`src/rtl/spi_slave_axis_egress_from_clk.sv`:
```
// spi_slave_axis_egress_from_clk: AXIS byte FIFO feeding a prefetched SPI slave transmit holding register.
// Optional macro SPI_EGRESS_UNDERRUN_CNT_EN adds a saturating underrun counter with synchronous clear.
`default_nettype none

module spi_slave_axis_egress_from_clk #(
   parameter int         DEST_WIDTH = 8,
   parameter int         ID_WIDTH   = 8,
   parameter int         FIFO_AW    = 3,
   parameter logic [7:0] IDLE_BYTE  = 8'hFF
) (
   input  logic                  clk,
   input  logic                  resn,
   input  logic [7:0]            s_axis_tdata,
   input  logic                  s_axis_tvalid,
   output logic                  s_axis_tready,
   input  logic [DEST_WIDTH-1:0] s_axis_tdest,
   input  logic [ID_WIDTH-1:0]   s_axis_tid,
   input  logic                  spi_byte_req,
   output logic [7:0]            spi_tx_data,
   output logic [DEST_WIDTH-1:0] spi_tx_dest,
   output logic [ID_WIDTH-1:0]   spi_tx_id,
   output logic                  spi_tx_valid,
   output logic                  underrun,
`ifdef SPI_EGRESS_UNDERRUN_CNT_EN
   input  logic                  underrun_count_clr,
   output logic [15:0]           underrun_count,
`endif
   output logic [FIFO_AW:0]      fifo_level
);

   localparam int               DEPTH    = 2**FIFO_AW;
   localparam int               EW       = 8 + DEST_WIDTH + ID_WIDTH;
   localparam logic [FIFO_AW:0] FULL_LVL = (FIFO_AW+1)'(DEPTH);

   logic [EW-1:0]    mem [DEPTH];
   logic [FIFO_AW:0] wr_ptr;
   logic [FIFO_AW:0] rd_ptr;
   logic [FIFO_AW:0] level;
   logic [FIFO_AW:0] level_nxt;
   logic [EW-1:0]    rd_entry;
   logic             req_s1;
   logic             req_s2;
   logic             req_s3;
   logic [1:0]       sync_cnt;
   logic             req_evt;
   logic             fifo_empty;
   logic             push;
   logic             pop;

   assign level      = wr_ptr - rd_ptr;
   assign fifo_level = level;
   assign fifo_empty = (wr_ptr == rd_ptr);
   assign push       = s_axis_tvalid && s_axis_tready;
   assign rd_entry   = mem[rd_ptr[FIFO_AW-1:0]];

   // Edges are only trusted once the whole synchroniser has been refilled after reset,
   // so a stale request level present at reset release never becomes a request.
   assign req_evt = (req_s2 ^ req_s3) && (sync_cnt == 2'd3);

   // Pop either to replace a consumed byte or to prefetch into an empty holding register.
   assign pop = !fifo_empty && (req_evt ? spi_tx_valid : !spi_tx_valid);

   assign level_nxt = level + {{FIFO_AW{1'b0}}, push} - {{FIFO_AW{1'b0}}, pop};

   always_ff @(posedge clk) begin
      if (push) begin
         mem[wr_ptr[FIFO_AW-1:0]] <= {s_axis_tid, s_axis_tdest, s_axis_tdata};
      end
   end

   always_ff @(posedge clk or negedge resn) begin
      if (!resn) begin
         wr_ptr        <= '0;
         rd_ptr        <= '0;
         s_axis_tready <= 1'b0;
         req_s1        <= 1'b0;
         req_s2        <= 1'b0;
         req_s3        <= 1'b0;
         sync_cnt      <= 2'd0;
         spi_tx_data   <= IDLE_BYTE;
         spi_tx_dest   <= '0;
         spi_tx_id     <= '0;
         spi_tx_valid  <= 1'b0;
         underrun      <= 1'b0;
      end else begin
         req_s1 <= spi_byte_req;
         req_s2 <= req_s1;
         req_s3 <= req_s2;
         if (sync_cnt != 2'd3) begin
            sync_cnt <= sync_cnt + 2'd1;
         end

         if (push) begin
            wr_ptr <= wr_ptr + 1'b1;
         end
         if (pop) begin
            rd_ptr <= rd_ptr + 1'b1;
         end
         s_axis_tready <= (level_nxt != FULL_LVL);

         underrun <= req_evt && !spi_tx_valid;

         if (pop) begin
            {spi_tx_id, spi_tx_dest, spi_tx_data} <= rd_entry;
            spi_tx_valid                          <= 1'b1;
         end else if (req_evt && spi_tx_valid) begin
            spi_tx_valid <= 1'b0;
            spi_tx_data  <= IDLE_BYTE;
         end
      end
   end

`ifdef SPI_EGRESS_UNDERRUN_CNT_EN
   always_ff @(posedge clk or negedge resn) begin
      if (!resn) begin
         underrun_count <= 16'd0;
      end else if (underrun_count_clr) begin
         underrun_count <= 16'd0;
      end else if (underrun && (underrun_count != 16'hFFFF)) begin
         underrun_count <= underrun_count + 16'd1;
      end
   end
`endif

endmodule

`default_nettype wire
```
`config.mk`:
```
export PLATFORM = sky130hd
export DESIGN_NAME = spi_slave_axis_egress_from_clk
export DESIGN_NICKNAME = d
export VERILOG_FILES = /design/src/rtl/spi_slave_axis_egress_from_clk.sv
export SDC_FILE = /design/constraint.sdc
export NUM_CORES = 1
export LEC_CHECK = 0
export CAP_MARGIN = 15
export CORE_MARGIN = 2
export CORE_UTILIZATION = 59
export DETAILED_ROUTE_END_ITERATION = 10
export PLACE_DENSITY = 0.78
export SLEW_MARGIN = 20
export SYNTH_ARGS = -nofsm -noshare
export SYNTH_HDL_FRONTEND = slang
export SYNTH_SLANG_ARGS = --single-unit
```
`constraint.sdc`:
```
create_clock -name clk -period 4.7 [get_ports clk]
set_input_delay 0.94 -clock clk [delete_from_list [all_inputs] [get_ports clk]]
set_output_delay 0.94 -clock clk [all_outputs]
set_load 0.03 [all_outputs]
```
* Word level (Yosys, flattened, before mapping)
Memories as Yosys holds them, arrays and structs flattened.
Cells that the tools add are included.
** Word-level totals
- Flip-flop bits (word level) :: 40
- Input bits :: 28
- Bits in writable memories :: 192
- Logic and storage cells :: 39
- Output and inout bits :: 31
- Memories :: 1
** Memories
- mem :: words 8, width 24, rd ports 1, clocked after Yosys merged registers in 0, write ports 1, line 35 : logic [EW-1:0] mem [DEPTH];
** Operators by class
- Muxes and demuxes :: 7
- Equality and inequality tests :: 4
- Add/subtract/negate cells :: 6
- Reduce and logical (&&, ||, !) cells :: 8
- Bitwise gates (word level) :: 1
** Operators with widths (count)
- $mux 8 :: 2
- $add 4x1->4 const B :: 2
- $logic_and 1x1->1 :: 5
- $mux 1 :: 5
- $add 4x1->4 :: 1
- $eq 4x4->1 :: 1
- $ne 4x4->1 const B :: 1
- $sub 4x1->4 :: 1
- $sub 4x4->4 :: 1
- $add 2x1->2 const B :: 1
- $eq 2x2->1 const B :: 1
- $logic_not 1->1 :: 2
- $ne 2x2->1 const B :: 1
- $reduce_bool 2->1 :: 1
- $xor 1x1->1 :: 1

* Logic depth before layout (Yosys ltp)
Gate-level depths: netlist of the first run.
- Word-level depth :: 6
- Depth in mapped cells :: 13
- Depth with buffers taken out :: 11

* Worst setup path after synthesis of the first run
No wires, ideal clock.
- Path type :: input -> register
- Start :: in s_axis_tvalid
- End :: mem mem[0][0] (netlist name), enable pin
- Data required time :: 4.234 ns
- Slack :: 0.801 ns
- Library setup time :: 0.466 ns
- Buffers on the path :: 0
- Stages on the path :: 2
- Arrival time :: 3.433 ns
- Cells stage by stage :: nand2_1 > nor4_1
** On the way
- Word-level cells in the longest chain between the ends :: 3
** Ends and longest elaborated chain
- start: declaration :: line 14 : input logic s_axis_tvalid,
- $logic_and 1x1->1 :: line 53 : assign push = s_axis_tvalid && s_axis_tready;
- $mux 1 :: line 66 : if (push) begin
- $mux 1 (not written as such) :: line 67 : mem[wr_ptr[FIFO_AW-1:0]] <= {s_axis_tid, s_axis_tdest, s_axis_tdata};
- end: declaration :: line 35
No other way between the ends.

* Worst setup path after layout of the first run
- Start :: reg rd_ptr[0]
- End :: out fifo_level[2]
** On the way
- Word-level cells in the longest chain between the ends :: 1
** Ends and longest elaborated chain
- start: declaration :: line 37 : logic [FIFO_AW:0] rd_ptr;
- start signal: assignment :: line 97 : rd_ptr <= rd_ptr + 1'b1;
- $sub 4x4->4 :: line 50 : assign level = wr_ptr - rd_ptr;
- end: declaration :: line 28 : output logic [FIFO_AW:0] fifo_level
No other way between the ends.

==> results_dict.tcl, run 1 <==
set metrics [dict create \
    std_cell_rows 45 \
    cp.arrival_ns 2.89 \
    wirelength_um 17600 \
    commonest_cells_in_the_netlist "edfxtp_1, mux2_2, mux2i_1" \
    clkSinkCount 232 \
    worst-slew-pin-transition_ns 1.13 \
    final.setup_skew_ns 0.00645 \
    cts.hold.buffers_added 0 \
    yosys_reg_bits 232 \
    port_buffers 58 \
    ir_worst_vdd_mv 0.581 \
    hold_viol_final 0 \
    vias 4881 \
    gp_congestion 0.824 \
    buffer_cell_driving_the_clock_tree_root "clkbuf_16" \
    timing.hold.worst.class "reg -> reg" \
    clock_insertion_delay_worst_skew_ns 0.50 \
    netlist_top_cells_area "edfxtp_1, dfrtp_1, mux2_2, mux2i_1, a221o_1" \
    pin_count 59 \
    htree_levels 1 \
    synth_enable_flop_cells 192 \
    setup-tns-final_ns 0 \
    track_usage_pct 22.1 \
    ctsLongestPathBuffers 3 \
    synth_async_sr_flop_share_pct 17.2 \
    final_setup_violation_count 0 \
    syn-cell-area_sq_mm 0.00921 \
    grt_start_max_net_pins 75 \
    register_to_register_setup_slack_ns 1.75 \
    post-synth-top-count-cell "edfxtp_1" \
    drv.max_cap_violation_count 0 \
    insertedDiodeCount 0 \
    cts_tree "built" \
    min_delay_startpoint "req_s1$_DFF_PN0_" \
    synth.distinct_cells 38 \
    status "finished clean" \
    final_core_utilization_pct 70.2 \
    maxSlewHeadroom_pct 24.2 \
    synth_largest_area_cell "edfxtp_1" \
    synth_top_area_share_pct 62.6 \
    synth_warnings 0 \
    timing_max_transition_violations_final 0 \
    fin_crit_sh_pct 81.5 \
    reg2reg_from "rd_ptr[0]$_DFFE_PN0P_" \
    crit_start "rd_ptr[0]$_DFFE_PN0P_" \
    total_leakage_power_uw 0.00378 \
    setup.worst_path.end_class "output port" \
    globalRouteOverflowTotal 0 \
    post_drt_wl_per_cell_um 22.0 \
    rr_worst_depth 10 \
    cts.clk_slew.worst_paths_ns 0.06 \
    cts_post_setup_buffers_inserted 0 \
    rsz0062_at_grt "no" \
    layout-drive-gt1-share_pct 19.1 \
    ant_nets 0 \
    coreArea_sq_mm 0.0152 \
    route.detailed.drc 0 \
    dieArea_sq_mm 0.0166 \
    avgViaCountPerCell 6.09 \
    cts-buffers-inserted 23 \
    synthesized_net_count 569 \
    area_delta_synth_final_pct 15.9 \
    critical_path.reg2reg.endpoint "s_axis_tready$_DFF_PN0_" \
    dp_slack_ns 1.38 \
    cts_repair_resize_count 0 \
    dp.final_hpwl_um 9930 \
    fillerInstances 946 \
    multi_input_comb_area_sq_mm 0.00222 \
    worst-path-max-fanout 27 \
    die_width_um 129 \
    finalWorstPathRequiredPeriod_ns 3.83 \
    wire_length_of_the_first_global_routing_pass_um 27500 \
    drtIter0Drc 298 \
    finalWorstSetupSlack_ns 0.872 \
    drt-pass1-iter-count 5 \
    synth.yosys.seq_area_share_pct 73.6 \
    die_h_um 129 \
    antenna_violations_before_repair 0 \
    post_synth_inst_count 528 \
    ys_dominant_reg_cell "edfxtp_1" \
    crit_path_start_kind "flop" \
    floorplan.initialDensity_pct 60.6 \
    required_ns 3.76 \
    seq_area_sq_mm 0.00678 \
    powerDensity_mw_per_mm2 710 \
    path_class "reg -> out" \
    worst_setup_path_endpoint "fifo_level[2]" \
    final_net_count 638 \
    peak_clock_frequency_supported_by_timing_ghz 0.261 \
    via_count_of_the_first_global_routing_pass 4940 \
    syn-mean-instance-area_sq_um 17.4 \
]
-- through the flow --
stage / hold WS (ns) / cells / area (sq um) / total power [uW]
floorplan: 0.331 / 528 / 9210 / 5020
global placement: 0.335 / 760 / 9920 / 5700
detailed placement: 0.350 / 760 / 9920 / 5860
CTS: 0.360 / 801 / 10700 / 7630
global route: 0.359 / 801 / 10700 / 7990
finish: 0.360 / 801 / 10700 / 7580
-- flip-flops by register name, summed over array words and instances, names as in the netlist --
| signal | count |
|---|---|
| spi_tx_dest | 8 |
| wr_ptr | 4 |
| sync_cnt | 2 |
| spi_tx_id | 8 |
| underrun | 1 |
| rd_ptr | 4 |
| req_s1 | 1 |
| mem | 192 |
| spi_tx_valid | 1 |
| s_axis_tready | 1 |
| req_s2 | 1 |
| req_s3 | 1 |
| spi_tx_data | 8 |
-- per-layer routing --
layer / track usage (%) / share of wire [%] / vias to the layer above
li1: - / - / 2209
met1: 31.0 / 43 / 2496
met2: 36.2 / 49 / 143
met3: 3.33 / 5.1 / 33
met4: 7.16 / 2.4 / 0
met5: 0 / 0 / -
-- cells in the final DEF (no fill, tap or decap), drive strengths merged, types with 2 or more instances in the layout --
cell	count
bufinv	2
o22ai	24
nor2	7
nand3	6
nor3	5
fa	2
a221o	24
o21ai	36
mux2i	48
inv	8
buf	12
clkinv	8
nand2b	3
dfrtp	32
dfstp	8
clkbuf	31
xor2	5
mux2	50
edfxtp	192
nand2	24
ha	11
a21oi	3
xnor2	6
clkdlybuf4s50	57
-- worst min-delay path by stage --
stage | slack, ns | end | cells past startpoint
6_report | 0.36 | req_s2$_DFF_PN0_ | 0
5_1_grt | 0.36 | req_s2$_DFF_PN0_ | 0
4_1_cts | 0.36 | req_s2$_DFF_PN0_ | 0
3_5_place_dp | 0.35 | req_s2$_DFF_PN0_ | 0
3_3_place_gp | 0.34 | req_s2$_DFF_PN0_ | 0
2_1_floorplan | 0.33 | req_s2$_DFF_PN0_ | 0
-- power breakdown --
part / switching (uW) / internal [uW]
Sequential: 222 / 2670
Combinational: 1710 / 1200
Clock: 698 / 1070
-- logic make-up (layout without fill, tap and decap cells) --
logic type / count (synthesis) / after routing / share of synthesized area [%]
flops: 232 / 232 / 73.6
mux: 98 / 98 / 11.3
compound gates: 91 / 91 / 6.84
simple gates: 50 / 50 / 2.42
buf+inv: 33 / 118 / 2.81
fa+ha+maj: 13 / 13 / 1.93
xor+xnor: 11 / 11 / 1.05
-- worst max-delay path, stage by stage, from the launching register on --
cell and delay, ns:
dfrtp_4 0.70, ha_1 0.24, inv_1 0.05, fa_1 0.38
xor2_1 0.29, clkdlybuf4s50_1 0.73
-- cell type report --
| cell class | instances | share of cell area, % |
|---|---|---|
| clock buffer | 31 | 6.05 |
| timing repair buffer | 69 | 6.19 |
| clock inverter | 10 | 0.880 |
| tap | 188 | 2.21 |
| multi-input combinational | 263 | 20.8 |
| sequential | 232 | 63.6 |
| inverter | 8 | 0.282 |
Power figures use the tool's default switching activity.
==> run 2: changes to the inputs <==
- CORE_UTILIZATION: 59 -> 53
- PLACE_DENSITY: 0.78 -> 0.74
- clock period: 4.7 -> 3.3 ns (I/O delays scaled with it)
==> results_dict.tcl, run 2 (synthesis results as in run 1) <==
set metrics [dict create \
    std_cell_rows 48 \
    cp.arrival_ns 2.25 \
    final_setup_violation_count 0 \
    global_route.usage.met2_pct 34.6 \
    peak_clock_frequency_supported_by_timing_ghz 0.343 \
    timing.hold.worst.class "in -> async" \
    timing_max_transition_violations_final 0 \
    avgViaCountPerCell 5.77 \
    layout_common_cells "edfxtp_1, clkdlybuf4s50_1, mux2_2, mux2i_1, dfrtp_1" \
    post_drt_wl_per_cell_um 21.5 \
    insertedDiodeCount 0 \
    fin_crit_sh_pct 88.3 \
    path_class "reg -> out" \
    powerDensity_mw_per_mm2 988 \
    maxSlewHeadroom_pct 33.9 \
    port_buffers 58 \
    fillerInstances 1223 \
    vias 4862 \
    register_to_register_setup_slack_ns 0.52 \
    gp_congestion 0.797 \
    htree_levels 1 \
    die_width_um 136 \
    floorplan.initialDensity_pct 53.8 \
    antenna_violations_before_repair 0 \
    setup-tns-final_ns 0 \
    mostFrequentLayoutCell "edfxtp_1" \
    largest_register_ffs 192 \
    area_delta_synth_final_pct 16.2 \
    final_net_count 643 \
    crit_path_start_kind "flop" \
    setup.worst_path.end_class "output port" \
    total_leakage_power_uw 0.00380 \
    worst-slew-pin-transition_ns 0.991 \
    ctsLongestPathBuffers 3 \
    drtIter0Drc 367 \
    dieArea_sq_mm 0.0184 \
    cts-buffers-inserted 23 \
    drv.max_cap_violation_count 0 \
    finalWorstSetupSlack_ns 0.387 \
    grt_start_max_net_pins 57 \
    met1_usage_pct 27.4 \
    finalHoldWorstSlack_ns 0.161 \
    drt-pass1-iter-count 4 \
    required_ns 2.64 \
    layout-drive-gt1-share_pct 20.1 \
    rsz0062_at_grt "no" \
    cts_tree "built" \
    dp_slack_ns 0.531 \
    hold_viol_final 0 \
    cts.hold.buffers_added 0 \
    clock_insertion_delay_worst_skew_ns 0.49 \
    via_count_of_the_first_global_routing_pass 4983 \
    ir_worst_vdd_mv 1.33 \
    dp.final_hpwl_um 10200 \
    globalRouteOverflowTotal 0 \
    route.detailed.drc 0 \
    worst-path-max-fanout 7 \
    track_usage_pct 20.5 \
    grt_peak_use_layer "met2" \
    clkSinkCount 232 \
    ant_nets 0 \
    finalWorstPathRequiredPeriod_ns 2.91 \
    grt_use_met3_pct 2.88 \
    final.setup_skew_ns 0.0120 \
    wire_length_of_the_first_global_routing_pass_um 28200 \
    cts.clk_slew.worst_paths_ns 0.06 \
    status "finished clean" \
    coreArea_sq_mm 0.0171 \
    wirelength_um 18100 \
    buffer_cell_driving_the_clock_tree_root "clkbuf_16" \
    pin_count 59 \
    die_h_um 136 \
]
-- run 2: worst paths after layout --
path,start,endpoint,cells after the start
min in group clk,req_s1$_DFF_PN0_,req_s2$_DFF_PN0_,0
worst min-delay path,resn,rd_ptr[3]$_DFFE_PN0P_,1
worst max-delay path,wr_ptr[0]$_DFFE_PN0P_,fifo_level[2],6
max in group asynchronous,resn,spi_tx_data[7]$_DFFE_PN1P_,2
worst min register to register,req_s1$_DFF_PN0_,req_s2$_DFF_PN0_,0
worst max register to register,rd_ptr[2]$_DFFE_PN0P_,s_axis_tready$_DFF_PN0_,11
-- run 2: metal layers --
layer | vias up | share of wire (%)
li1 | 2216 | -
met1 | 2445 | 40
met2 | 169 | 51
met3 | 32 | 7.3
met4 | 0 | 2.1
met5 | - | 0
-- run 2: timing repair --
item / in CTS / in global routing
endpoints found under the setup margin: 0 / 2
buffers inserted: 0 / 0
gates resized for setup: 0 / 2
-- run 2: layout make-up --
| class | count | area [sq um] | area share (%) |
|---|---|---|---|
| clock buffer | 29 | 598 | 5.59 |
| clock inverter | 12 | 68.8 | 0.644 |
| inverter | 8 | 30.0 | 0.281 |
| multi-input combinational | 263 | 2220 | 20.8 |
| sequential | 232 | 6780 | 63.4 |
| tap | 225 | 282 | 2.63 |
| timing repair buffer | 74 | 711 | 6.65 |
-- run 2: stage by stage --
step                instances  total power [uW]  utilization [%]  cell area [sq um]
finish                    843             10600             62.5              10700
floorplan                 528              7150                -               9210
detailed placement        802              8360             58.5              10000
CTS                       843             10700             62.4              10700
global placement          802              8160             58.5              10000
global route              843             11100             62.5              10700
-- run 2: critical path: stages, from the launching register on --
cell and delay, ns:
dfrtp_1 0.49, inv_1 0.14, ha_1 0.17, inv_1 0.05, fa_1 0.38, xor2_1 0.31
buf_4 0.23
-- run 2: report_power, final --
part	switching [uW]	leakage, uW	internal (uW)
Sequential	274	0.00220	3810
Combinational	2480	0.00127	1720
Clock	998	0.000330	1290
Total	3750	0.00380	6810
==> run 3: changes to the inputs <==
- HOLD_SLACK_MARGIN: default -> 0.02
==> results of run 3 <==
Final layout, timing and power as in run 2 (identical DEF).
